`config.mk`:
```
export PLATFORM = sky130hd
export DESIGN_NAME = core_if_pcgen_ras
export DESIGN_NICKNAME = d
export VERILOG_FILES = /design/src/rtl/core_if_pcgen_ras_pkg.sv /design/src/rtl/core_if_ras.sv /design/src/rtl/core_if_pcgen_ras.sv
export SDC_FILE = /design/constraint.sdc
export NUM_CORES = 1
export LEC_CHECK = 0
export CAP_MARGIN = 20
export CORE_MARGIN = 8
export CORE_UTILIZATION = 57
export CTS_CLUSTER_SIZE = 25
export DETAILED_ROUTE_END_ITERATION = 7
export MAX_ROUTING_LAYER = met4
export PLACE_DENSITY = 0.82
export SLEW_MARGIN = 20
export SYNTH_ARGS = -nofsm -noshare
export SYNTH_HDL_FRONTEND = slang
export SYNTH_SLANG_ARGS = --single-unit
```
`constraint.sdc`:
```
create_clock -name clk -period 6.39 [get_ports clk]
set_input_delay 0.639 -clock clk [delete_from_list [all_inputs] [get_ports clk]]
set_output_delay 0.639 -clock clk [all_outputs]
set_load 0.1 [all_outputs]
```
`src/rtl/core_if_pcgen_ras_pkg.sv`:
```
// Shared constants and next-PC source encoding for the IF-stage PC generator.
package core_if_pcgen_ras_pkg;

    localparam int unsigned CORE_PC_WIDTH = 32;
    localparam logic [CORE_PC_WIDTH-1:0] CORE_PC_RESET_VALUE = 32'h8000_0000;
    localparam int unsigned CORE_FETCH_BYTES = 4;
    localparam int unsigned CORE_RAS_DEPTH = 4;

    typedef enum logic [1:0] {
        NPC_FLUSH = 2'd0,
        NPC_RAS   = 2'd1,
        NPC_BJ    = 2'd2,
        NPC_SEQ   = 2'd3
    } npc_src_e;

endpackage

```
`src/rtl/core_if_ras.sv`:
```
// Circular return-address stack; a push on a full stack overwrites the oldest entry.
module core_if_ras
    import core_if_pcgen_ras_pkg::*;
#(
    parameter int unsigned WIDTH = CORE_PC_WIDTH,
    parameter int unsigned DEPTH = CORE_RAS_DEPTH
) (
    input  logic             clk,
    input  logic             rst,
    input  logic             push,
    input  logic             pop,
    input  logic             clr,
    input  logic [WIDTH-1:0] push_data,
    output logic [WIDTH-1:0] top_data,
    output logic             empty,
    output logic             full
);

    localparam int unsigned PTR_W = (DEPTH > 1) ? $clog2(DEPTH) : 1;
    localparam int unsigned CNT_W = $clog2(DEPTH + 1);

    logic [WIDTH-1:0] mem [DEPTH];
    logic [PTR_W-1:0] top_ptr;
    logic [CNT_W-1:0] count;
    logic             do_push;
    logic             do_swap;
    logic             do_pop;

    assign empty    = (count == CNT_W'(0));
    assign full     = (count == CNT_W'(DEPTH));
    assign top_data = mem[top_ptr];

    // Push+pop on a non-empty stack replaces the top; on an empty stack it is a plain push.
    always_comb begin
        do_push = 1'b0;
        do_swap = 1'b0;
        do_pop  = 1'b0;
        if (push && pop && !empty) begin
            do_swap = 1'b1;
        end else if (push) begin
            do_push = 1'b1;
        end else if (pop && !empty) begin
            do_pop = 1'b1;
        end
    end

    always_ff @(posedge clk) begin
        if (rst) begin
            top_ptr <= '0;
            count   <= '0;
        end else if (clr) begin
            count <= '0;
        end else if (do_push) begin
            top_ptr <= top_ptr + PTR_W'(1);
            if (!full) begin
                count <= count + CNT_W'(1);
            end
        end else if (do_pop) begin
            top_ptr <= top_ptr - PTR_W'(1);
            count   <= count - CNT_W'(1);
        end
    end

    always_ff @(posedge clk) begin
        if (!rst && !clr) begin
            if (do_push) begin
                mem[top_ptr + PTR_W'(1)] <= push_data;
            end else if (do_swap) begin
                mem[top_ptr] <= push_data;
            end
        end
    end

endmodule

```
`src/rtl/core_if_pcgen_ras.sv`:
```
// IF-stage PC generator: fetch PC register, next-PC select (flush/RAS/BJU/sequential) and RAS.
module core_if_pcgen_ras
    import core_if_pcgen_ras_pkg::*;
#(
    parameter int unsigned             PC_WIDTH         = CORE_PC_WIDTH,
    parameter logic [PC_WIDTH-1:0]     RESET_PC         = CORE_PC_RESET_VALUE,
    parameter int unsigned             FETCH_BYTES      = CORE_FETCH_BYTES,
    parameter int unsigned             RAS_DEPTH        = CORE_RAS_DEPTH,
    parameter bit                      RAS_CLR_ON_FLUSH = 1'b1
) (
    input  logic                clk,
    input  logic                rst,
    input  logic                pc_update_en,
    input  logic                pipe_flush_req,
    input  logic [PC_WIDTH-1:0] exu_pipe_flush_pc,
    input  logic                bju_pc_bj_predict,
    input  logic [PC_WIDTH-1:0] bju_pc_offset,
    input  logic                ras_push,
    input  logic                ras_pop,
    output logic [PC_WIDTH-1:0] pc_current,
    output logic                pc_valid,
    output logic                branch_jump_predict,
    output logic                ras_hit,
    output logic                ras_empty,
    output logic                ras_full
);

    logic [PC_WIDTH-1:0] pc_seq;
    logic [PC_WIDTH-1:0] ras_top;
    logic [PC_WIDTH-1:0] pc_next;
    npc_src_e            npc_src;
    logic                advance;

    assign pc_seq  = pc_current + PC_WIDTH'(FETCH_BYTES);
    assign ras_hit = ras_pop && !ras_empty;
    assign advance = pc_update_en && !pipe_flush_req && pc_valid;

    assign branch_jump_predict = !pipe_flush_req && (ras_hit || bju_pc_bj_predict);

    // Next-PC source priority and target mux.
    always_comb begin
        npc_src = NPC_SEQ;
        pc_next = pc_seq;
        if (pipe_flush_req) begin
            npc_src = NPC_FLUSH;
        end else if (ras_hit) begin
            npc_src = NPC_RAS;
        end else if (bju_pc_bj_predict) begin
            npc_src = NPC_BJ;
        end
        case (npc_src)
            NPC_FLUSH: pc_next = exu_pipe_flush_pc;
            NPC_RAS:   pc_next = ras_top;
            NPC_BJ:    pc_next = pc_current + bju_pc_offset;
            default:   pc_next = pc_seq;
        endcase
    end

    always_ff @(posedge clk) begin
        if (rst) begin
            pc_current <= RESET_PC;
            pc_valid   <= 1'b0;
        end else begin
            pc_valid <= 1'b1;
            if (pipe_flush_req || pc_update_en) begin
                pc_current <= pc_next;
            end
        end
    end

    core_if_ras #(
        .WIDTH (PC_WIDTH),
        .DEPTH (RAS_DEPTH)
    ) u_ras (
        .clk       (clk),
        .rst       (rst),
        .push      (advance && ras_push),
        .pop       (advance && ras_pop),
        .clr       (pipe_flush_req && RAS_CLR_ON_FLUSH),
        .push_data (pc_seq),
        .top_data  (ras_top),
        .empty     (ras_empty),
        .full      (ras_full)
    );

endmodule

```
==> impl_metrics.csv, run 1 <==
group,metric,value,unit
run_status,outcome,"completed",
route,drt_iter0_drc,1050,
timing,period_share,0.615,
power_and_ir_drop,power.share.clock,0.359,
clock_network,clk_transition_reported_paths,0.06,ns
clock_network,tritoncts_clock_tree,"built",
synthesis,synth_enable_flop_cells,128,
power_and_ir_drop,comb_power_share,0.223,
critical_path,critPathKind,"in2out",
synthesis,yosysTopAreaCell,"edfxtp_1",
route,route.vias.total,7898,
critical_path,worst-r2r-cell-count,11,
clock_network,cts_hold_buf,0,
critical_path,crit_arrival,3.29,ns
critical_path,crit_cells,8,
route,routed_wl,28.5,mm
place,place_hpwl,19.5,mm
run,drv.max_cap_violation_count,0,
synthesis,synth.distinct_cells,78,
critical_path,worst-endpoint-required,5.75,ns
timing,finalSetupViolations,0,
place,portBuffers,107,
layout,areaGrowthSynthToFinish,21.0,%
timing,relSlewSlack,0.324,
route,met1Wirelength,11.0,mm
timing,setup_repair_after_global_routing_missed_its_margin,"false",
floorplanning,die_y,144,µm
route,detail_route.first_pass.iterations,5,
timing,timing.final.crit_period,3.93,ns
place,gp_congestion,0.935,
critical_path,critPathMaxFanout,22,
power_and_ir_drop,power.leakage,3.98,nW
route,met3WireLength,3.17,mm
timing,worst_pin_slew,1.01,ns
timing,achievable-frequency,255,MHz
route,drt.antenna.violating_nets,0,
floorplanning,floorplan.io_pins,108,
power_and_ir_drop,cell_internal_pwr,2.09,mW
clock_network,post-cts-setup-buffer-count,0,
power_and_ir_drop,seqPwrFrac,0.418,
power_and_ir_drop,swShare,0.304,
power_and_ir_drop,p_per_area,266,nW/µm²
power_and_ir_drop,power_switching,0.915,mW
global_routing,first_global_vias,7735,
critical_path,cpLargestDelayFamily,"buffers and inverters",
route,routed.top_layer,"met4",
floorplanning,fp-row-count,47,
power_and_ir_drop,power.total,3.01,mW
synthesis,yosysWarnings,0,
synthesis,netlist_instances,830,
critical_path,r2r_slack,3.05,ns
global_routing,grt_pass1_wl,43.6,mm
clock_network,tritoncts_num_sinks,168,
critical_path,worst_setup_path_start_kind,"primary input",
clock_network,cts_buffer_depth,2,
global_routing,grt_usage,0.287,
global_routing,globalRouteOverflowTotal,0,
clock_network,htree_num_levels,4,
min_path,hp-class,"reg2reg",
route,routed_wire_length_per_instance,24.6,µm
layout,post_route_cells_drive_above_1_share,0.112,
critical_path,endpoint_kind,"output pin",
synthesis,synth-async-reset-ratio,0,
floorplanning,initial_utilization,0.573,
clock_network,clock_latency,0.43,ns
critical_path,rr_startpoint,"pc_current[0]",
critical_path,worst_r2r_endpoint,"pc_current[24]",
synthesis,flip_flop_and_latch_count_after_synthesis,168,
min_path,hp-start,"pc_current[21]",
synthesis,post_synth_net_total,935,
critical_path,critical-path-max-stage-delay,1.14,ns
critical_path,buffers_and_inverters_on_the_worst_path,5,
critical_path,critical_path.cell_chain,"clkdlybuf4s50_1, nand2b_1, buf_4, inv_2, nor2_1, buf_4, nor2_1, clkdlybuf4s50_1",
synthesis,synth_ff_type,"edfxtp_1",
critical_path,worst_path_max_delay_cell,"clkdlybuf4s50_1",
route,routed_via_density,6.80,
timing,hold_viol_final,0,
synthesis,synth_seq_area_share,0.497,
place,placed_cell_area,10700,µm²
clock_network,num_cts_buffers,17,
power_and_ir_drop,vdd_ir_drop_max,0.208,mV
layout,num-nets-final,1033,
min_path,whs_path_depth,2,
synthesis,post_synth.cell_area_avg,11.3,µm²
global_routing,grt_antenna_before_repair,0,
layout,design_area,11300,µm²
clock_network,clk_tree_root_cell,"clkbuf_16",
layout,antenna-diode-count,0,
floorplanning,die_width,144,µm
timing,clock-skew-final,0.00757,ns
synthesis,ys_top_cells_by_area,"edfxtp_1 (41%), dfxtp_1 (8.6%), mux4_2 (7.7%), ha_1 (4.3%), a21oi_1 (3.4%)",
synthesis,synth_top_area_share,0.412,
min_path,endpoint_with_the_worst_hold_slack,"pc_current[21]",
route,post-route-drc-count,0,
timing,finalMaxSlewViolations,0,
layout,filler_cells_inserted,1191,
floorplanning,fp.dieArea,20700,µm²
global_routing,maximum_number_of_pins_on_one_net_before_global_route_repair,43,
floorplanning,core_area,16300,µm²
timing,final.setup.tns,0,ns
route,met2RoutedLength,13.7,mm
synthesis,mappedNetlistArea,9340,µm²
clock_network,ctsResizeCount,0,
[how the worst max path moves through the flow]
stage / endpoint / from / slack (ns)
global placement: u_ras.mem[0][2] / pc_update_en / 2.51
CTS: branch_jump_predict / ras_pop / 2.47
floorplan: u_ras.mem[3][0] / u_ras.count[0] / 0.48
finish: branch_jump_predict / ras_pop / 2.46
detailed placement: u_ras.mem[0][20] / pc_update_en / 2.49
global route: branch_jump_predict / ras_pop / 2.38
[routing by layer]
layer,vias to the layer above,GRT usage
met2,578,0.449
met3,63,0.0571
met1,3815,0.365
met5,-,-
li1,3442,-
met4,0,0.108
[kinds of logic after synthesis]
| group | count (synthesis) | share of synthesized area |
|---|---|---|
| AOI/OAI and AO/OA | 223 | 0.161 |
| buffers and inverters | 67 | 0.0283 |
| DFF | 168 | 0.497 |
| muxes | 40 | 0.0857 |
| xor gates and xnor gates | 52 | 0.0488 |
| and+or+nand+nor | 246 | 0.131 |
| adders and majority gates | 34 | 0.0472 |
[placed cells by master, fill, tap and decap left out, types with 31 or more instances in the layout]
| master | synthesis | final |
|---|---|---|
| nor2_1 | 66 | 65 |
| clkdlybuf4s50_1 | 0 | 106 |
| ha_1 | 32 | 32 |
| xnor2_1 | 35 | 35 |
| mux4_2 | 32 | 32 |
| edfxtp_1 | 128 | 128 |
| a21oi_1 | 63 | 62 |
| o21ai_0 | 46 | 46 |
| nand2_1 | 51 | 51 |
| nand3_1 | 31 | 31 |
| dfxtp_1 | 40 | 39 |
[flip-flops by register name (all words and copies together), names as in the netlist, named ones only]
signal / flops
u_ras.mem: 128
pc_current: 32
u_ras.count: 3
u_ras.top_ptr: 2
pc_valid: 1
[worst register-to-register path, stage by stage (launching register included)]
cell	delay (ns)
dfxtp_1	0.48
ha_1	0.26
inv_1	0.07
fa_1	0.37
nand2b_1	0.19
a21oi_1	0.32
a31o_2	0.30
a311oi_4	0.16
a21oi_2	0.36
a221oi_2	0.11
or4_2	0.57
o211ai_2	0.09
[stage by stage]
| step | hold WS, ns | utilization | worst slack, ns | cells |
|---|---|---|---|---|
| floorplan | 0.502 | - | 0.479 | 830 |
| global placement | 0.540 | 0.656 | 2.51 | 1129 |
| detailed placement | 0.550 | 0.656 | 2.49 | 1129 |
| CTS | 0.562 | 0.694 | 2.47 | 1161 |
| global route | 0.593 | 0.694 | 2.38 | 1161 |
| finish | 0.559 | 0.694 | 2.46 | 1161 |
[power by group through the flow]
| stage | logic, mW | clock network [mW] | registers, mW |
|---|---|---|---|
| final | 0.671 | 1.08 | 1.26 |
| after global routing | 0.712 | 1.11 | 1.26 |
| after CTS | 0.660 | 1.07 | 1.25 |
| after detailed placement | 0.655 | 0 | 1.28 |
| after global placement | 0.646 | 0 | 1.28 |
| after floorplan | 0.328 | 0 | 1.40 |
[cell usage after synthesis, types with 3 or more instances]
| cell type | count |
|---|---|
| a211o_1 | 7 |
| a211oi_1 | 8 |
| a21o_1 | 13 |
| a21oi_1 | 63 |
| a221o_1 | 3 |
| a221oi_1 | 13 |
| a22oi_1 | 3 |
| a31oi_1 | 8 |
| and3_1 | 13 |
| and4_1 | 7 |
| buf_1 | 4 |
| buf_2 | 4 |
| clkbuf_1 | 37 |
| dfxtp_1 | 40 |
| edfxtp_1 | 128 |
| ha_1 | 32 |
| inv_1 | 18 |
| mux2i_1 | 8 |
| mux4_2 | 32 |
| nand2_1 | 51 |
| nand2b_1 | 8 |
| nand3_1 | 31 |
| nand4_1 | 17 |
| nor2_1 | 66 |
| nor3_1 | 24 |
| nor3b_1 | 3 |
| nor4_1 | 7 |
| o211a_1 | 3 |
| o211ai_1 | 7 |
| o21a_1 | 8 |
| o21ai_0 | 46 |
| o21bai_1 | 4 |
| o221ai_1 | 3 |
| o22ai_1 | 4 |
| or3_1 | 5 |
| xnor2_1 | 35 |
| xor2_1 | 17 |
[layout make-up]
class	instances	area [µm²]	area share
clock buffer	19	433	0.0383
clock inverter	13	180	0.0159
inverter	20	75.1	0.00665
multi-input combinational	595	4480	0.396
sequential	168	4650	0.411
tap	220	275	0.0244
timing repair buffer	126	1210	0.107
Power figures use the tool's default switching activity.
==> run 2, diff against run 1 <==
==> constraint.sdc (replaced) <==
create_clock -name clk -period 4.1 [get_ports clk]
set_input_delay 0.41 -clock clk [delete_from_list [all_inputs] [get_ports clk]]
set_output_delay 0.41 -clock clk [all_outputs]
set_load 0.1 [all_outputs]
==> impl_metrics.csv, run 2 (same netlist as run 1, synthesis figures left out) <==
group,metric,value,unit
route,routed_via_density,6.73,
route,post-route-drc-count,0,
global_routing,grt_antenna_before_repair,0,
floorplanning,core_area,16300,µm²
route,routed_wl,27.6,mm
global_routing,maximum_number_of_pins_on_one_net_before_global_route_repair,37,
layout,seqCellArea,4650,µm²
place,dpl.cell_count,1132,
layout,antenna-diode-count,0,
clock_network,ctsResizeCount,0,
layout,largest_register,"u_ras.mem",
layout,areaGrowthSynthToFinish,20.9,%
layout,flip_flop_count_of_the_largest_register_after_layout,128,
floorplanning,fp-row-count,47,
timing,clock-skew-final,0.0142,ns
layout,post_route_cells_drive_above_1_share,0.121,
timing,final.setup.tns,0,ns
critical_path,critPathKind,"reg2reg",
layout,final_core_utilization,0.693,
clock_network,tritoncts_num_sinks,168,
clock_network,clock_latency,0.44,ns
clock_network,htree_num_levels,4,
timing,period_share,0.784,
critical_path,cpLargestDelayFamily,"compound AO/OA/AOI/OAI gates",
route,drt.antenna.violating_nets,0,
floorplanning,floorplan.io_pins,108,
global_routing,first_global_vias,7565,
floorplanning,die_width,144,µm
clock_network,cts_buffer_depth,2,
layout,instances_no_fill,1164,
timing,achievable-frequency,311,MHz
global_routing,grt_pass1_wl,42.6,mm
layout,multi_input_area,4490,µm²
place,gp_congestion,0.946,
clock_network,clk_tree_root_cell,"clkbuf_16",
place,place_hpwl,18.8,mm
timing,relSlewSlack,0.326,
layout,filler_cells_inserted,1157,
power_and_ir_drop,power.leakage,3.99,nW
critical_path,worst-endpoint-required,4.47,ns
timing,timing.final.crit_period,3.21,ns
clock_network,tritoncts_clock_tree,"built",
route,drt_iter0_drc,1068,
power_and_ir_drop,p_per_area,405,nW/µm²
layout,mostFrequentLayoutCell,"edfxtp_1",
timing,finalMaxSlewViolations,0,
global_routing,grt_usage,0.281,
layout,biggestRegsByFlops,"u_ras.mem (128), pc_current (32), u_ras.count (3)",
min_path,whs_path_depth,2,
timing,worst_pin_slew,1.01,ns
min_path,hp-class,"reg2reg",
floorplanning,initial_utilization,0.573,
floorplanning,fp.dieArea,20700,µm²
power_and_ir_drop,vdd_ir_drop_max,0.285,mV
power_and_ir_drop,power.total,4.57,mW
critical_path,endpoint_kind,"flip-flop",
route,detail_route.first_pass.iterations,6,
critical_path,critPathMaxFanout,7,
critical_path,buffers_and_inverters_on_the_worst_path,1,
timing,setup_repair_after_global_routing_missed_its_margin,"false",
critical_path,critical_path.cell_chain,"ha_1, inv_1, fa_1, nand2b_1, a21oi_1, a31o_2, a311oi_4, a21oi_2, a221oi_2, or4_2, o211ai_2",
clock_network,num_cts_buffers,17,
critical_path,worst-r2r-cell-count,11,
critical_path,critical-path-max-stage-delay,0.57,ns
route,routed_wire_length_per_instance,23.7,µm
clock_network,cts_hold_buf,0,
critical_path,worst_setup_path_start_kind,"flip-flop",
global_routing,globalRouteOverflowTotal,0,
timing,hold_viol_final,0,
clock_network,post-cts-setup-buffer-count,0,
critical_path,crit_cells,11,
layout,num-nets-final,1036,
run_status,outcome,"completed",
layout,final_cell_mix,"edfxtp_1 (128), clkdlybuf4s50_1 (104), nor2_1 (65)",
route,route.vias.total,7839,
timing,finalSetupViolations,0,
critical_path,worst_path_max_delay_cell,"or4_2",
clock_network,clk_transition_reported_paths,0.07,ns
critical_path,crit_arrival,3.58,ns
run,drv.max_cap_violation_count,0,
place,portBuffers,107,
floorplanning,die_y,144,µm
-- run 2: cell type report --
cell class                 instances  share of cell area
clock buffer                      18              0.0389
clock inverter                    14              0.0122
inverter                          20             0.00665
multi-input combinational        595               0.398
sequential                       168               0.412
tap                              220              0.0244
timing repair buffer             129               0.109
-- run 2: power breakdown --
group	switching, mW	leakage [nW]	internal (mW)
Clock	0.711	0.274	0.866
Combinational	0.668	2.22	0.361
Sequential	0.0780	1.50	1.89
-- run 2: metal layers --
layer	GRT usage	up-vias	share of wire
li1	-	3441	-
met2	0.429	533	0.47
met3	0.0670	59	0.11
met4	0.0930	0	0.025
met1	0.364	3806	0.40
met5	-	-	0
-- run 2: final timing paths --
| path | end | slack [ns] | startpoint |
|---|---|---|---|
| setup / recovery | pc_current[24] | 0.89 | pc_current[0] |
| hold / removal | pc_current[21] | 0.58 | pc_current[21] |
| setup reg to reg | pc_current[24] | 0.89 | pc_current[0] |
| hold reg to reg | pc_current[21] | 0.58 | pc_current[21] |
-- run 2: per-stage QoR --
stage,setup WS [ns],hold WS [ns],area [µm²]
after floorplan,0.0676,0.502,9380
after global placement,0.627,0.550,10700
after detailed placement,0.555,0.553,10700
after CTS,0.917,0.566,11300
after global routing,0.639,0.600,11300
final,0.887,0.575,11300
-- run 2: worst reg2reg max path: cells and delay by family (launching register included) --
kind / cells / cell delay, ns
fa+ha+maj: 2 / 0.63
simple gates: 2 / 0.76
flops: 1 / 0.47
compound gates: 6 / 1.22
buf+inv: 1 / 0.06
==> run 3, diff against run 2 <==
--- a/config.mk
+++ b/config.mk
@@ -7,11 +7,11 @@
 export LEC_CHECK = 0
 export CAP_MARGIN = 20
 export CORE_MARGIN = 8
-export CORE_UTILIZATION = 57
+export CORE_UTILIZATION = 51
 export CTS_CLUSTER_SIZE = 25
 export DETAILED_ROUTE_END_ITERATION = 7
 export MAX_ROUTING_LAYER = met4
-export PLACE_DENSITY = 0.82
+export PLACE_DENSITY = 0.78
 export SLEW_MARGIN = 20
 export SYNTH_ARGS = -nofsm -noshare
 export SYNTH_HDL_FRONTEND = slang
==> constraint.sdc (replaced) <==
create_clock -name clk -period 2.9 [get_ports clk]
set_input_delay 0.29 -clock clk [delete_from_list [all_inputs] [get_ports clk]]
set_output_delay 0.29 -clock clk [all_outputs]
set_load 0.1 [all_outputs]
==> impl_metrics.csv, run 3 (same netlist as run 1, synthesis figures left out) <==
group,metric,value,unit
min_path,hp-class,"in2reg",
power_and_ir_drop,power.total,6.65,mW
run_status,outcome,"completed",
floorplanning,die_width,151,µm
global_routing,grt_usage,0.260,
layout,antenna-diode-count,0,
floorplanning,initial_utilization,0.520,
place,portBuffers,107,
global_routing,grt_antenna_before_repair,0,
timing,finalSetupViolations,0,
critical_path,crit_arrival,3.19,ns
clock_network,clock_latency,0.43,ns
layout,areaGrowthSynthToFinish,28.2,%
floorplanning,core_area,18000,µm²
route,routed_via_density,6.45,
critical_path,critPathKind,"reg2reg",
timing,clock-skew-final,0.00871,ns
timing,period_share,0.978,
route,drt_iter0_drc,983,
timing,final.setup.worst_slack,0.0624,ns
global_routing,grt_pass1_wl,43.7,mm
critical_path,rr_startpoint,"pc_current[3]",
floorplanning,floorplan.io_pins,108,
route,routed_wl,28.4,mm
clock_network,tritoncts_num_sinks,168,
layout,mostFrequentLayoutCell,"edfxtp_1",
timing,hold_viol_final,0,
floorplanning,die_y,151,µm
critical_path,worst_setup_path_start_kind,"flip-flop",
floorplanning,fp.dieArea,22900,µm²
global_routing,maximum_number_of_pins_on_one_net_before_global_route_repair,41,
layout,flip_flop_count_of_the_largest_register_after_layout,128,
min_path,hp-start,"pipe_flush_req",
layout,final_core_utilization,0.667,
place,place_hpwl,20.1,mm
place,gp_congestion,0.982,
timing,achievable-frequency,352,MHz
layout,largest_register,"u_ras.mem",
route,drt.antenna.violating_nets,0,
clock_network,cts_buffer_depth,2,
timing,timing.final.crit_period,2.84,ns
run,drv.max_cap_violation_count,0,
route,route.vias.total,7982,
layout,num-nets-final,1101,
clock_network,tritoncts_clock_tree,"built",
route,post-route-drc-count,0,
critical_path,r2r_slack,0.06,ns
critical_path,critPathMaxFanout,6,
timing,relSlewSlack,0.583,
global_routing,first_global_vias,7925,
critical_path,endpoint_kind,"flip-flop",
timing,finalMaxSlewViolations,0,
layout,final_cell_mix,"edfxtp_1 (128), buf_4 (116), clkdlybuf4s50_1 (68)",
power_and_ir_drop,p_per_area,555,nW/µm²
power_and_ir_drop,vdd_ir_drop_max,0.461,mV
clock_network,clk_tree_root_cell,"clkbuf_16",
clock_network,num_cts_buffers,17,
layout,post_route_cells_drive_above_1_share,0.245,
timing,worst_pin_slew,0.619,ns
route,routed_wire_length_per_instance,23.0,µm
floorplanning,fp-row-count,49,
clock_network,htree_num_levels,4,
place,dp_slack,-0.444,ns
critical_path,worst-r2r-cell-count,9,
critical_path,worst_r2r_endpoint,"pc_current[24]",
min_path,whs_path_depth,5,
timing,final.setup.tns,0,ns
layout,biggestRegsByFlops,"u_ras.mem (128), pc_current (32), u_ras.count (3)",
clock_network,clk_transition_reported_paths,0.07,ns
global_routing,globalRouteOverflowTotal,0,
power_and_ir_drop,power.leakage,4.45,nW
critical_path,worst-endpoint-required,3.26,ns
route,detail_route.first_pass.iterations,6,
timing,finalHoldWorstSlack,0.446,ns
## run 3: critical path, cell delays in order, from the launching register on
cell and delay (ns):
dfxtp_4 0.37, ha_1 0.32, o21ai_0 0.31, a21oi_4 0.08
a31o_4 0.27, a311oi_4 0.43, a21oi_2 0.15, a221oi_2 0.29
or4b_1 0.48, o211ai_2 0.07
## run 3: through the flow
step                area (µm²)  std cells
CTS                      11900       1235
detailed placement       11300       1203
finish                   12000       1238
global route             12000       1238
global placement         11300       1203
floorplan                 9490        830
## run 3: worst max-delay path by stage
stage                           from               to  depth (start not counted)
global route           pc_current[0]   pc_current[18]                         12
CTS                    pc_current[0]   pc_current[22]                         11
global placement    bju_pc_offset[0]   pc_current[22]                         12
detailed placement  bju_pc_offset[0]   pc_current[22]                         12
floorplan             u_ras.count[0]  u_ras.mem[3][0]                          6
finish                 pc_current[3]   pc_current[24]                          9
## run 3: final cells by class
cell class	count	area [µm²]
clock buffer	17	425
clock inverter	15	168
fill	1313	5990
inverter	20	75.1
multi-input combinational	595	4600
sequential	168	4700
tap	229	287
timing repair buffer	194	1730
## run 3: power by group
part,switching (mW),internal (mW)
Sequential,0.0879,2.67
Clock,0.978,1.29
Combinational,1.02,0.606
Total,2.08,4.56
## run 3: what timing repair did
action | CTS | global route
pin swaps | 0 | 9
endpoints found under the setup margin | 2 | 12
resized for setup | 1 | 13
setup buffers | 0 | 3
hold buffers | 0 | 0
## run 3: layer usage
| layer | up-vias | wire length (µm) | global-route usage |
|---|---|---|---|
| li1 | 3567 | - | - |
| met3 | 82 | 2970 | 0.0511 |
| met4 | 0 | 802 | 0.102 |
| met2 | 539 | 13400 | 0.397 |
| met5 | - | 0 | - |
| met1 | 3794 | 11200 | 0.337 |
